### src/rtl/alu_muldiv.sv
// Iterative MULT/MULTU/DIV/DIVU unit with HI/LO result registers and start/busy/done handshake.
// Optional ALU_MULDIV_EARLY_OUT_EN: multiply leaves CALC as soon as the remaining multiplier is zero.
//
// state | meaning
// IDLE  | waiting for start; result registers hold
// CALC  | one shift-add / restoring-divide iteration per cycle
// FIX   | sign correction, HI/LO write, done pulse
module alu_muldiv #(
  parameter int NBITS = 32
) (
  input  logic             clk,
  input  logic             reset,
  input  logic             start,
  input  logic [1:0]       muldiv_op,
  input  logic [NBITS-1:0] operando_A,
  input  logic [NBITS-1:0] operando_B,
  output logic             busy,
  output logic             done,
  output logic [NBITS-1:0] hi,
  output logic [NBITS-1:0] lo,
  output logic             div_zero
);

  localparam int CW = $clog2(NBITS);
  localparam logic [1:0] IDLE = 2'd0;
  localparam logic [1:0] CALC = 2'd1;
  localparam logic [1:0] FIX  = 2'd2;

  logic [1:0]         state_q, state_d;
  logic [CW-1:0]      cnt_q, cnt_d;
  logic               is_div_q, is_div_d;
  logic               dz_q, dz_d;
  logic               neg_res_q, neg_res_d;
  logic               neg_rem_q, neg_rem_d;
  logic [2*NBITS-1:0] acc_q, acc_d;
  logic [2*NBITS-1:0] b_q, b_d;
  logic [NBITS-1:0]   m_q, m_d;
  logic [NBITS-1:0]   hi_q, hi_d;
  logic [NBITS-1:0]   lo_q, lo_d;
  logic               div_zero_q, div_zero_d;
  logic               done_q, done_d;

  logic               a_neg, b_neg, b_is_zero;
  logic [NBITS-1:0]   mag_a, mag_b;
  logic [NBITS:0]     trial, diff;
  logic [2*NBITS-1:0] prod;
  logic [NBITS-1:0]   quo, rem;
  logic               early;

  assign a_neg     = muldiv_op[0] & operando_A[NBITS-1];
  assign b_neg     = muldiv_op[0] & operando_B[NBITS-1];
  assign mag_a     = a_neg ? -operando_A : operando_A;
  assign mag_b     = b_neg ? -operando_B : operando_B;
  assign b_is_zero = (operando_B == '0);

  // Restoring step: partial remainder sits in the upper half, dividend bits shift out of the lower half.
  assign trial = acc_q[2*NBITS-1:NBITS-1];
  assign diff  = trial - {1'b0, b_q[NBITS-1:0]};

  assign prod = neg_res_q ? -acc_q : acc_q;
  assign quo  = neg_res_q ? -acc_q[NBITS-1:0] : acc_q[NBITS-1:0];
  assign rem  = neg_rem_q ? -acc_q[2*NBITS-1:NBITS] : acc_q[2*NBITS-1:NBITS];

`ifdef ALU_MULDIV_EARLY_OUT_EN
  assign early = !is_div_q && (m_q[NBITS-1:1] == '0);
`else
  assign early = 1'b0;
`endif

  always_comb begin
    state_d    = state_q;
    cnt_d      = cnt_q;
    is_div_d   = is_div_q;
    dz_d       = dz_q;
    neg_res_d  = neg_res_q;
    neg_rem_d  = neg_rem_q;
    acc_d      = acc_q;
    b_d        = b_q;
    m_d        = m_q;
    hi_d       = hi_q;
    lo_d       = lo_q;
    div_zero_d = div_zero_q;
    done_d     = 1'b0;
    case (state_q)
      IDLE: begin
        if (start) begin
          state_d   = CALC;
          is_div_d  = muldiv_op[1];
          dz_d      = muldiv_op[1] & b_is_zero;
          neg_res_d = a_neg ^ b_neg;
          neg_rem_d = a_neg;
          // A zero divisor spends a single inert CALC cycle, giving a two-edge latency.
          cnt_d     = (muldiv_op[1] & b_is_zero) ? '0 : CW'(NBITS-1);
          if (muldiv_op[1]) begin
            acc_d = {{NBITS{1'b0}}, (b_is_zero ? operando_A : mag_a)};
            b_d   = {{NBITS{1'b0}}, mag_b};
            m_d   = '0;
          end else begin
            acc_d = '0;
            b_d   = {{NBITS{1'b0}}, mag_a};
            m_d   = mag_b;
          end
        end
      end
      CALC: begin
        if (!dz_q) begin
          if (is_div_q) begin
            if (!diff[NBITS]) acc_d = {diff[NBITS-1:0], acc_q[NBITS-2:0], 1'b1};
            else              acc_d = {acc_q[2*NBITS-2:0], 1'b0};
          end else begin
            if (m_q[0]) acc_d = acc_q + b_q;
            b_d = b_q << 1;
            m_d = m_q >> 1;
          end
        end
        cnt_d = cnt_q - CW'(1);
        if (cnt_q == '0 || early) state_d = FIX;
      end
      FIX: begin
        if (dz_q) begin
          lo_d = '1;
          hi_d = acc_q[NBITS-1:0];
        end else if (is_div_q) begin
          lo_d = quo;
          hi_d = rem;
        end else begin
          lo_d = prod[NBITS-1:0];
          hi_d = prod[2*NBITS-1:NBITS];
        end
        div_zero_d = dz_q;
        done_d     = 1'b1;
        state_d    = IDLE;
      end
      default: state_d = IDLE;
    endcase
  end

  always_ff @(posedge clk) begin
    if (reset) begin
      state_q    <= IDLE;
      cnt_q      <= '0;
      is_div_q   <= 1'b0;
      dz_q       <= 1'b0;
      neg_res_q  <= 1'b0;
      neg_rem_q  <= 1'b0;
      acc_q      <= '0;
      b_q        <= '0;
      m_q        <= '0;
      hi_q       <= '0;
      lo_q       <= '0;
      div_zero_q <= 1'b0;
      done_q     <= 1'b0;
    end else begin
      state_q    <= state_d;
      cnt_q      <= cnt_d;
      is_div_q   <= is_div_d;
      dz_q       <= dz_d;
      neg_res_q  <= neg_res_d;
      neg_rem_q  <= neg_rem_d;
      acc_q      <= acc_d;
      b_q        <= b_d;
      m_q        <= m_d;
      hi_q       <= hi_d;
      lo_q       <= lo_d;
      div_zero_q <= div_zero_d;
      done_q     <= done_d;
    end
  end

  assign busy     = (state_q != IDLE);
  assign done     = done_q;
  assign hi       = hi_q;
  assign lo       = lo_q;
  assign div_zero = div_zero_q;

endmodule

### config.mk
export PLATFORM = sky130hd
export DESIGN_NAME = alu_muldiv
export DESIGN_NICKNAME = d
export VERILOG_FILES = /design/src/rtl/alu_muldiv.sv
export SDC_FILE = /design/constraint.sdc
export NUM_CORES = 1
export LEC_CHECK = 0
export BUFFER_PORTS_ARGS = -buffer_cell sky130_fd_sc_hd__buf_2
export CELL_PAD_IN_SITES_DETAIL_PLACEMENT = 1
export CELL_PAD_IN_SITES_GLOBAL_PLACEMENT = 2
export CORE_MARGIN = 3
export CORE_UTILIZATION = 30
export DETAILED_ROUTE_END_ITERATION = 10
export GPL_TIMING_DRIVEN = 0
export PLACE_DENSITY = 0.74
export SYNTH_ARGS = -nofsm -noshare
export SYNTH_HDL_FRONTEND = slang
export SYNTH_SLANG_ARGS = --single-unit
### constraint.sdc
create_clock -name clk -period 3.2 [get_ports clk]
set_input_delay 0.48 -clock clk [delete_from_list [all_inputs] [get_ports clk]]
set_output_delay 0.48 -clock clk [all_outputs]
set_load 0.02 [all_outputs]
==> impl_metrics.json <==
{
  "synth_top_area_cell": "dfxtp_1",
  "synth_ff_type": "dfxtp_1",
  "drv_slew": 0,
  "syn_inst": 2585,
  "first_pass_iters": 5,
  "die_w_um": 257,
  "worst_slew_pin_slew_ns": 1.23,
  "dr_wl_met2_um": 46000,
  "dieArea_um2": 66100,
  "yosysUniqueCellTypes": 88,
  "synth_edf_count": 0,
  "drtIter0Drc": 1785,
  "clk_latency_ns": 0.63,
  "p_leak_nw": 8.89,
  "rsz0062_at_grt": "yes",
  "syn_avg_cell_area_um2": 7.31,
  "synth.area.top_cells": "dfxtp_1, xnor2_1, ha_1",
  "stdcell_count": 3673,
  "drc": 0,
  "fillers": 7540,
  "die_h_um": 257,
  "ant_nets": 0,
  "routed_via_density": 5.93,
  "required_ns": 3.65,
  "clockBufferDepth": 3,
  "async_flop_share_pct": 0,
  "finalSetupViolations": 35,
  "ys_seq_elements": 237,
  "overflow": 0,
  "peakVddDrop_v": 0.000445,
  "track_usage_pct": 29.5,
  "drt-met1-wl_um": 46800,
  "arrival_ns": 4.06,
  "finalPower_mw": 10.7,
  "wirelength_um": 102000,
  "grt_pass1_vias": 21700,
  "grt_max_degree": 17,
  "nets": 2984,
  "finalCritPeriodShare_pct": 113,
  "grt_antenna_before_repair": 1,
  "fin_skew_ns": 0.0205,
  "max_slew_margin_pct": 18.0,
  "htree_num_levels": 1,
  "cp-start-kind": "register",
  "status": "finished with violations",
  "cap_viol_max_count": 0,
  "p_per_area_nw_per_um2": 453,
  "seq_area_frac_synth_pct": 25.1,
  "cp-end-kind": "register",
  "setup_tns_ns": -9.48,
  "syn2layout_area_growth_pct": 24.8,
  "grt_pass1_wl_um": 148000,
  "dpl.cell_count": 3555,
  "mappedNetlistNets": 2757,
  "start_util_pct": 30.5,
  "io_pins": 136,
  "synth_warnings": 0,
  "pre_cts_slack_ns": -1.32,
  "multiInputGateArea_um2": 14200,
  "vias": 21800,
  "cts.sinks": 237,
  "numCtsBuffers": 31,
  "clkTransAtPathRegs_ns": 0.06,
  "gp_congestion": 0.967,
  "wl_per_cell_um": 27.8,
  "setup_ws_ns": -0.413,
  "port_buffers": 133,
  "highest_layer": "met4",
  "hold_class": "input pin to register",
  "place_hpwl_um": 80000,
  "violations": "negative setup slack",
  "path_class": "register to register",
  "fin_crit_ns": 3.61,
  "syn-cell-area_um2": 18900,
  "num_rows": 91,
  "root_buffer": "clkbuf_16",
  "synth_top_area_share_pct": 25.1,
  "core_um2": 62100,
  "register_area_um2": 4840,
  "cts_tree": "built",
  "whs_ns": 0.179,
  "hold_viol": 0,
  "num_antenna_cells": 0,
  "crit_fanout": 5,
  "fmax_mhz": 277,
  "layout-drive-gt1-share_pct": 18.3,
  "routed-wl-met3_um": 5890
}
-- metrics by stage --
step	instance area, µm²	utilization (%)
after floorplan	18900	-
final	23600	38.0
after detailed placement	20700	33.3
after CTS	22900	36.9
after global routing	23600	38.0
after global placement	20700	33.3
-- critical path, cell delays in order (launching register included) --
cell and delay [ns]:
dfxtp_1 0.53, ha_1 0.34, nor2b_2 0.18, o31a_1 0.32, o22ai_4 0.29, o21ai_4 0.13, a41oi_4 0.28, o31a_1 0.24
o211ai_4 0.09, buf_12 0.19, buf_12 0.13, mux2_4 0.28, a221oi_4 0.36, a211oi_2 0.05
-- flip-flops by register name, summed over array words and instances, names as in the netlist, 2 cells and up --
| signal | cells |
|---|---|
| hi | 32 |
| lo | 32 |
| cnt_q | 5 |
| state_q | 2 |
| acc_q | 64 |
| m_q | 32 |
| b_q | 64 |
-- cell families (layout without fill, tap and decap cells) --
| group | Yosys count | count (layout) | synth area share [%] |
|---|---|---|---|
| mux | 33 | 33 | 1.78 |
| flops | 237 | 237 | 25.1 |
| simple gates | 910 | 910 | 22.4 |
| buf+inv | 245 | 496 | 5.20 |
| fa+ha+maj | 103 | 103 | 6.90 |
| xor+xnor | 234 | 234 | 10.8 |
| compound gates | 823 | 823 | 27.8 |
-- synthesized netlist by cell type, drive strengths merged, types with 31 or more instances --
cell / count
o21ai: 180
a211oi: 77
nor3: 82
nand3: 83
a21o: 52
xor2: 85
nor2: 260
clkbuf: 148
o211ai: 31
nand2: 292
ha: 101
dfxtp: 237
a21oi: 224
inv: 67
xnor2: 149
a31oi: 47
-- final cells by class --
type / instances / share of cell area [%]
sequential: 237 / 20.5
clock buffer: 44 / 3.79
buffer: 167 / 3.16
timing repair buffer: 205 / 5.79
inverter: 67 / 1.10
clock inverter: 13 / 0.817
tap: 837 / 4.44
multi-input combinational: 2103 / 60.4
-- final timing paths --
check                         startpoint               endpoint  slack (ns)  cells past startpoint
setup / recovery  acc_q[33]$_SDFFE_PP0P_  acc_q[0]$_SDFFE_PP0P_       -0.41                     13
setup reg to reg  acc_q[33]$_SDFFE_PP0P_  acc_q[0]$_SDFFE_PP0P_       -0.41                     13
hold reg to reg      hi[26]$_SDFFE_PP0P_    hi[26]$_SDFFE_PP0P_        0.46                      2
hold / removal             operando_B[0]    m_q[0]$_SDFFE_PP0P_        0.18                      3
-- routing by layer --
| layer | vias up | global-route usage (%) |
|---|---|---|
| met2 | 771 | 47.7 |
| met4 | 0 | 9.61 |
| li1 | 9844 | - |
| met1 | 11000 | 41.1 |
| met5 | - | 0 |
| met3 | 196 | 3.15 |
-- placed cells by master, fill, tap and decap left out, types with 20 or more instances in the layout --
cell type	n
buf_4	53
o21ai_0	135
o211ai_1	30
nand2_1	289
nand2b_1	27
clkbuf_1	134
a21o_1	51
xnor2_1	145
dfxtp_1	185
buf_2	136
a31oi_1	44
nand3_1	82
a21oi_1	204
nor2_1	247
xor2_1	82
o21ai_1	35
or3_1	27
ha_1	78
mux2i_1	20
clkbuf_16	31
o22ai_1	29
a221oi_1	27
a211oi_1	69
nor3_1	75
dfxtp_2	38
inv_1	58
nand4_1	28
-- timing repair --
| item | CTS | global route |
|---|---|---|
| setup endpoints to repair | 93 | 128 |
| gates resized for setup | 200 | 164 |
| cloned | 4 | 0 |
| buffers inserted | 42 | 33 |
| pin swaps | 46 | 90 |
| hold buffers | 0 | 0 |
-- power by group --
| part | switching [mW] | total [mW] | internal [mW] |
|---|---|---|---|
| combinational | 2.24 | 3.36 | 1.12 |
| clock | 1.58 | 3.85 | 2.27 |
| sequential | 0.334 | 3.48 | 3.14 |
No activity file was read; power rests on OpenSTA's default activity.
